### config.mk
export PLATFORM = sky130hd
export DESIGN_NAME = aes_sbox
export DESIGN_NICKNAME = d
export VERILOG_FILES = /design/src/rtl/aes_sbox.sv
export SDC_FILE = /design/constraint.sdc
export NUM_CORES = 1
export LEC_CHECK = 0
export CAP_MARGIN = 20
export CORE_AREA = 2 2 78 80
export DETAILED_ROUTE_END_ITERATION = 6
export DIE_AREA = 0 0 80 82
export PLACE_DENSITY = 0.79
export SKIP_LAST_GASP = 1
export SLEW_MARGIN = 20
export SYNTH_ARGS = -nofsm -noshare
export SYNTH_HDL_FRONTEND = slang
export SYNTH_SLANG_ARGS = --single-unit
### constraint.sdc
create_clock -name vclk -period 3.4
set_input_delay 0.68 -clock vclk [all_inputs]
set_output_delay 0.68 -clock vclk [all_outputs]
set_load 0.02 [all_outputs]
### src/rtl/aes_sbox.sv
// Combinational AES forward S-box, one byte in, one byte out.
module aes_sbox (
  input  logic [7:0] x,
  output logic [7:0] s
);

  localparam logic [2047:0] SBOX_TABLE = {
    128'h637c777bf26b6fc53001672bfed7ab76,
    128'hca82c97dfa5947f0add4a2af9ca472c0,
    128'hb7fd9326363ff7cc34a5e5f171d83115,
    128'h04c723c31896059a071280e2eb27b275,
    128'h09832c1a1b6e5aa0523bd6b329e32f84,
    128'h53d100ed20fcb15b6acbbe394a4c58cf,
    128'hd0efaafb434d338545f9027f503c9fa8,
    128'h51a3408f929d38f5bcb6da2110fff3d2,
    128'hcd0c13ec5f974417c4a77e3d645d1973,
    128'h60814fdc222a908846eeb814de5e0bdb,
    128'he0323a0a4906245cc2d3ac629195e479,
    128'he7c8376d8dd54ea96c56f4ea657aae08,
    128'hba78252e1ca6b4c6e8dd741f4bbd8b8a,
    128'h703eb5664803f60e613557b986c11d9e,
    128'he1f8981169d98e949b1e87e9ce5528df,
    128'h8ca1890dbfe6426841992d0fb054bb16
  };

  // Entry 0 sits in the top byte of the table, so index from the MSB end.
  assign s = SBOX_TABLE[{~x, 3'b000} +: 8];

endmodule

==> flow_summary_export.csv, run 1 <==
group,metric,value,unit
synth,avgSynthCellArea,6.424,um2
grt,grt_max_degree,44,
outcome,outcome,"did not finish",
floorplanning,io_pins,16,
place,port_buffers,16,
synth,yosysWarnings,0,
floorplanning,die_w,80,um
floorplanning,floorplan.rows,28,
grt,vias_in_the_first_global_route,6402,
synth,syn_inst,550,
synth,yosys.cell_types.count,78,
grt,grtUsageTotal,68.04,%
grt,first_pass_grt_wire_length,34.14,mm
floorplanning,die-height,82,um
outcome,run.stop_error,"[ERROR GRT-0116] Global routing finished with congestion. Check the congestion regions in the DRC Viewer.",
place,gp_congestion,1.405,
floorplanning,floorplan.initialDensity,61.50,%
place,dp_hpwl,14.61,mm
grt,grt-ovfl-total,6,
outcome,stop_stage,"global routing (5_1_grt)",
synth,ys_seq_area_share,0,%
synth,post_synth_instance_area,3533,um2
place,place_area,4695,um2
clock_tree,ctsHoldBuffers,0,
synth,syn-num-nets,573,
## cells in the mapped netlist, drive strengths merged (6+ instances only)
cell type  count  area [um2]
buf           54       364.1
o21ai         54       270.3
a21oi         52       260.3
nor2          46       188.9
nand2         40       160.2
nand2b        24       165.2
nand3         18       90.09
nor2b         18       122.6
a31oi         17       106.4
clkbuf        15       57.55
ha            15       187.7
a211oi        13       97.59
a311oi        13       113.9
o211ai        13       97.59
o22ai         13       81.33
inv           12       45.04
nor3          12       60.06
and2           9       58.81
a221oi         8       82.58
o311ai         8       70.07
o31ai          7       52.55
or2            7       43.80
a22oi          6       45.04
## metal layers
layer	GRT overflow	global-route usage (%)
met5	1	24.17
met4	3	65.59
met3	0	51.43
met2	2	85.83
met1	0	68.36
## kinds of logic after synthesis
family	count (synthesis)	synth area share [%]
AO/OA/AOI/OAI	253	48.80
XOR/XNOR	2	0.4958
adder cells (fa/ha/maj)	15	5.312
buffers and inverters	81	13.21
multiplexers	8	3.576
AND/OR/NAND/NOR	191	28.61
## per-stage QoR
stage,setup WS [ns],cells,hold slack (ns),utilization (%)
after global placement,-0.8513,738,2.529,81.71
after floorplan,0.005997,550,1.722,-
after CTS,-0.02315,739,2.136,83.84
after detailed placement,-0.9759,738,2.536,81.71
## timing repair
action	4_1_cts
setup buffers	1
pin swaps	6
cloned	0
endpoints found under the setup margin	8
gates resized for setup	74
==> run 2: changes to the inputs <==
--- a/config.mk
+++ b/config.mk
@@ -6,10 +6,10 @@
 export NUM_CORES = 1
 export LEC_CHECK = 0
 export CAP_MARGIN = 20
-export CORE_AREA = 2 2 78 80
+export CORE_AREA = 2 2 97 99
 export DETAILED_ROUTE_END_ITERATION = 6
-export DIE_AREA = 0 0 80 82
-export PLACE_DENSITY = 0.79
+export DIE_AREA = 0 0 99 101
+export PLACE_DENSITY_LB_ADDON = 0.15
 export SKIP_LAST_GASP = 1
 export SLEW_MARGIN = 20
 export SYNTH_ARGS = -nofsm -noshare
==> flow_summary_export.csv, run 2 <==
group,metric,value,unit
pwr,intPower,0.4019,mW
synth,syn_inst,550,
setup_path,critPathCaptureType,"output pin",
place,placedCellCount,812,
worst_hold_path,min-delay-start,"x[6]",
layout,antenna_cells_inserted,0,
setup_path,worst_path_dominant_cell_family,"compound AO/OA/AOI/OAI gates",
timing,setup_ws_final,-0.01863,ns
timing,hold_violations,0,
pwr,switching_share,55.02,%
layout,clock_buffers,0,
timing,fin_setup_tns,-0.01863,ns
synth,synthTopCellsByArea,"a21oi_1 7.4%, o21ai_0 6.7%, ha_1 5.3%",
setup_path,combined_buffer_and_inverter_count_along_the_critical_path,6,
grt,grtUsageMet3,8.807,%
pwr,p_comb_share,100.0,%
grt,global_route.peak_usage_layer,"met2",
grt,groute.layer.met2.usage,63.62,%
route,wl_per_cell,25.76,um
grt,grtUsageTotal,42.03,%
route,vias,5647,
timing,finalSetupViolations,1,
grt,grt_max_degree,30,
outcome,violated_checks,"setup timing",
timing,relSlewSlack,69.00,%
setup_path,cpPeakStageDelay,0.34,ns
layout,most-common-layout-cells,"203 x buf_4, 50 x a21oi_1, 42 x o21ai_0",
grt,met1_usage,53.11,%
synth,yosysTopAreaCellShare,7.365,%
synth,post_synth_instance_area,3533,um2
grt,vias_in_the_first_global_route,5417,
pwr,seqPwrFrac,0,%
floorplanning,floorplan.initialDensity,39.36,%
pwr,vdd_ir_drop_max,0.09116,mV
pwr,power.share.clock,0,%
floorplanning,die-height,101,um
pwr,p_switching,0.4917,mW
floorplanning,floorplan.rows,35,
layout,finish.net_count,743,
synth,post_synth_most_frequent_cells,"52 x a21oi_1, 47 x o21ai_0, 45 x nor2_1",
flow_run,max-cap-violations,0,
worst_hold_path,hold_path.class,"in -> out",
pwr,p_per_area,163.2,nW/um2
synth,yosysWarnings,0,
pwr,total_leakage_power,2.311,nW
layout,finalNonFillerCells,829,
layout,sequential_area,0,um2
synth,netlist.top_cell.by_area,"a21oi_1",
floorplanning,fp.dieArea,9999,um2
grt,grt-ovfl-total,0,
setup_path,critical_path_class,"in -> out",
place,port_buffers,16,
setup_path,timing.critical_path.cells,"buf_6, buf_8, buf_6, ha_4, buf_12, nor2_8, buf_12, nor3_1, a311oi_1, a21oi_1, o31a_1, a31o_1, buf_6",
synth,avgSynthCellArea,6.424,um2
setup_path,critical_path_required,2.72,ns
synth,syn-num-nets,573,
timing,max_slew.worst_pin.slew,0.4629,ns
timing,slew_viol_final,0,
floorplanning,die_w,99,um
floorplanning,io_pins,16,
setup_path,critical_path_peak_fanout,8,
layout,n_sequential_cell,0,
layout,layout.cells.most_common,"buf_4",
route,detail_route.first_pass.iterations,5,
synth,synth.most_common_cell,"a21oi_1",
timing,final_hold_slack,2.320,ns
synth,yosys.cell_types.count,78,
setup_path,worst_setup_path_startpoint,"x[0]",
place,gp_congestion,1.159,
layout,post_route_cells_drive_above_1_share,42.34,%
route,final_antenna_net_count,0,
route,drt_iter0_markers,868,
synth,ys_seq_area_share,0,%
setup_path,startpoint_type_of_the_worst_setup_path,"input pin",
grt,first_pass_grt_wire_length,32.21,mm
place,dp_hpwl,16.62,mm
floorplanning,core_region_area,8977,um2
layout,layout-area-overhead-vs-synth,54.92,%
timing,timing.final.crit_period,3.419,ns
setup_path,timing.critical_path.slowest_stage_cell,"a311oi_1",
layout,fillCellCount,831,
route,drt-vias-per-instance,6.812,
clock_tree,ctsHoldBuffers,0,
route,remaining_drc_errors,0,
outcome,outcome,"finished, violations left",
layout,final_cell_area,5474,um2
setup_path,crit_top_cell,"buf_6",
pwr,power,0.8936,mW
place,place_area,5075,um2
timing,fin_crit_sh,100.5,%
route,routed_wirelength,21.36,mm
timing,grt_setup_unrepaired,"true",
grt,grt_antenna_before_repair,0,
setup_path,worst-endpoint-arrival,2.74,ns
timing,fmaxAchievable,0.2925,GHz
==> run 2: cell counts after synthesis <==
Identical to the previous run, type by type.
==> run 2: final cells by class <==
class	count	area [um2]	area share [%]
Timing Repair Buffer	237	1987	36.30
Inverter	12	47.55	0.8686
Tap cell	111	138.9	2.537
Multi-Input combinational cell	469	3301	60.30
==> run 2: what timing repair did <==
item                                    in CTS  in global routing
setup buffers                               13                  5
endpoints found under the setup margin       8                  8
pin swaps                                   16                 20
cloned                                       0                  0
resized for setup                           88                 38
hold endpoints to repair                     0                  0
==> run 2: metal layers <==
| metal | vias to the layer above | wire length, um |
|---|---|---|
| li1 | 2448 | - |
| met1 | 2566 | 8010 |
| met2 | 500 | 9011 |
| met3 | 133 | 2531 |
| met4 | 0 | 1804 |
| met5 | - | 0 |
==> run 2: power groups by stage <==
stage               clock, mW  sequential, mW  combinational (mW)
detailed placement          0               0               0.800
global route                0               0               0.928
floorplan                   0               0               0.416
finish                      0               0               0.894
global placement            0               0               0.802
CTS                         0               0               0.827
==> run 2: kinds of logic (layout without fill, tap and decap cells) <==
| group | count (synthesis) | after routing | synth area share, % |
|---|---|---|---|
| compound gates | 253 | 253 | 48.80 |
| xor+xnor | 2 | 2 | 0.4958 |
| fa+ha+maj | 15 | 15 | 5.312 |
| buf+inv | 81 | 249 | 13.21 |
| mux | 8 | 8 | 3.576 |
| simple gates | 191 | 191 | 28.61 |
==> run 2: path summary, 6_finish.rpt <==
kind / end / slack, ns / cells after the start
setup / recovery: s[0] / -0.02 / 13
hold / removal: s[1] / 2.32 / 5
==> run 2: stage by stage <==
stage | setup WS, ns | utilization [%]
after global placement | -1.018 | 56.53
after global routing | -0.01460 | 60.98
after detailed placement | -0.9594 | 56.53
after floorplan | 0.005997 | -
after CTS | 0.01550 | 58.90
final | -0.01863 | 60.98
Power figures use the tool's default switching activity.
==> run 3: changes to the inputs <==
--- a/config.mk
+++ b/config.mk
@@ -5,7 +5,7 @@
 export SDC_FILE = /design/constraint.sdc
 export NUM_CORES = 1
 export LEC_CHECK = 0
-export CAP_MARGIN = 20
+export CAP_MARGIN = 30
 export CORE_AREA = 2 2 97 99
 export DETAILED_ROUTE_END_ITERATION = 6
 export DIE_AREA = 0 0 99 101
==> results of run 3 <==
Same layout as run 2: the final DEF is identical, and so are final timing and power.
==> run 4: changes to the inputs <==
--- a/config.mk
+++ b/config.mk
@@ -9,6 +9,8 @@
 export CORE_AREA = 2 2 97 99
 export DETAILED_ROUTE_END_ITERATION = 6
 export DIE_AREA = 0 0 99 101
+export GPL_ROUTABILITY_DRIVEN = 0
+export MAX_ROUTING_LAYER = met4
 export PLACE_DENSITY_LB_ADDON = 0.15
 export SKIP_LAST_GASP = 1
 export SLEW_MARGIN = 20
==> flow_summary_export.csv, run 4 (synthesis gave the netlist of run 2 again) <==
group,metric,value,unit
outcome,outcome,"finished, violations left",
outcome,violated_checks,"DRC, setup timing",
pwr,total_leakage_power,2.276,nW
pwr,vdd_ir_drop_max,0.1003,mV
pwr,p_per_area,165.2,nW/um2
worst_hold_path,hold_path.class,"in -> out",
layout,fillCellCount,803,
timing,fin_crit_sh,100.9,%
place,port_buffers,16,
timing,max_slew.worst_pin.slew,0.5828,ns
route,vias,5875,
layout,sequential_area,0,um2
timing,final_hold_slack,2.246,ns
setup_path,critical_path_required,2.72,ns
pwr,intPower,0.3935,mW
setup_path,worst-endpoint-arrival,2.75,ns
layout,layout-area-overhead-vs-synth,53.22,%
floorplanning,io_pins,16,
route,drt_iter0_markers,1275,
route,remaining_drc_errors,9,
layout,most-common-layout-cells,"206 x buf_4, 48 x a21oi_1, 40 x nor2_1",
place,placedCellCount,810,
setup_path,critPathCaptureType,"output pin",
floorplanning,floorplan.rows,35,
grt,grt_antenna_before_repair,0,
floorplanning,core_region_area,8977,um2
timing,slew_viol_final,0,
clock_tree,ctsHoldBuffers,0,
route,drt-vias-per-instance,7.130,
layout,finalNonFillerCells,824,
grt,grtUsageTotal,41.99,%
layout,clock_buffers,0,
floorplanning,die_w,99,um
layout,layout.cells.most_common,"buf_4",
timing,grt_setup_unrepaired,"true",
floorplanning,fp.dieArea,9999,um2
setup_path,timing.critical_path.cells,"buf_2, inv_2, buf_6, ha_2, buf_4, nor2_8, buf_4, buf_4, o311ai_2, o21ai_1, a31oi_1, o221a_1, buf_6",
grt,vias_in_the_first_global_route,5602,
grt,first_pass_grt_wire_length,32.00,mm
setup_path,worst_setup_path_startpoint,"x[1]",
grt,grt-ovfl-total,0,
pwr,power.share.clock,0,%
layout,post_route_cells_drive_above_1_share,43.48,%
layout,finish.net_count,738,
timing,hold_violations,0,
setup_path,crit_top_cell,"buf_4",
timing,relSlewSlack,61.00,%
grt,grt_max_degree,34,
route,detail_route.first_pass.iterations,7,
worst_hold_path,min-delay-start,"x[5]",
layout,antenna_cells_inserted,0,
pwr,p_switching,0.5010,mW
route,final_antenna_net_count,0,
timing,setup_ws_final,-0.03037,ns
setup_path,startpoint_type_of_the_worst_setup_path,"input pin",
setup_path,critical_path_class,"in -> out",
pwr,p_comb_share,100.0,%
route,wl_per_cell,25.47,um
pwr,power,0.8945,mW
timing,timing.final.crit_period,3.430,ns
layout,n_sequential_cell,0,
floorplanning,die-height,101,um
place,dp_hpwl,15.16,mm
route,routed_wirelength,20.98,mm
setup_path,critical_path_peak_fanout,7,
pwr,seqPwrFrac,0,%
pwr,switching_share,56.01,%
setup_path,cpPeakStageDelay,0.29,ns
layout,final_util,60.31,%
setup_path,timing.critical_path.slowest_stage_cell,"o221a_1",
timing,fmaxAchievable,0.2915,GHz
timing,finalSetupViolations,2,
floorplanning,floorplan.initialDensity,39.36,%
flow_run,max-cap-violations,0,
-- run 4: changes by cell type in the layout (fill, tap and decap cells not counted), moves of 3 or more --
cell,previous run,this run
buf_4,203,206
buf_6,10,6
buf_12,14,8
o21ai_0,42,39
-- run 4: through the flow --
stage                     setup WS (ns)   TNS, ns  area (um2)
after detailed placement         -1.061    -7.704        4985
after global routing            -0.1363   -0.1485        5414
after floorplan                0.005997         0        3533
after CTS                       0.03212         0        5301
after global placement           -1.085    -7.563        4985
final                          -0.03037  -0.03281        5414
-- run 4: repair_timing --
action	4_1_cts	5_1_grt
pin swaps	18	14
resized for setup	103	33
gates cloned	0	0
buffers inserted	14	1
endpoints found under the setup margin	8	8
endpoints found under the hold margin	0	0
-- run 4: critical path: cells and delay by family --
family	cells	cell delay [ns]
buffers and inverters	7	0.91
and+or+nand+nor	1	0.06
adders and majority gates	1	0.20
AOI/OAI and AO/OA	4	0.90
-- run 4: routing by layer --
layer | wire length, um | GRT usage (%) | vias up
met5 | 0 | - | -
met4 | 1908 | 24.66 | 0
met3 | 3208 | 9.293 | 202
met2 | 8314 | 60.76 | 651
met1 | 7552 | 53.38 | 2584
li1 | - | - | 2438
-- run 4: area by class of cell --
class | instances | area (um2) | share of cell area, %
multi-input cells | 469 | 3363 | 62.12
repair buffers | 232 | 1864 | 34.43
well taps | 111 | 138.9 | 2.565
inverters | 12 | 47.55 | 0.8782
-- run 4: power by group through the flow --
stage | logic (mW) | clock network, mW | registers [mW]
final | 0.895 | 0 | 0
after global placement | 0.772 | 0 | 0
after detailed placement | 0.775 | 0 | 0
after global routing | 0.923 | 0 | 0
after CTS | 0.821 | 0 | 0
after floorplan | 0.416 | 0 | 0
-- run 4: path summary, 6_finish.rpt --
path	end	slack, ns	depth (start not counted)
max	s[3]	-0.03	13
min	s[2]	2.25	5
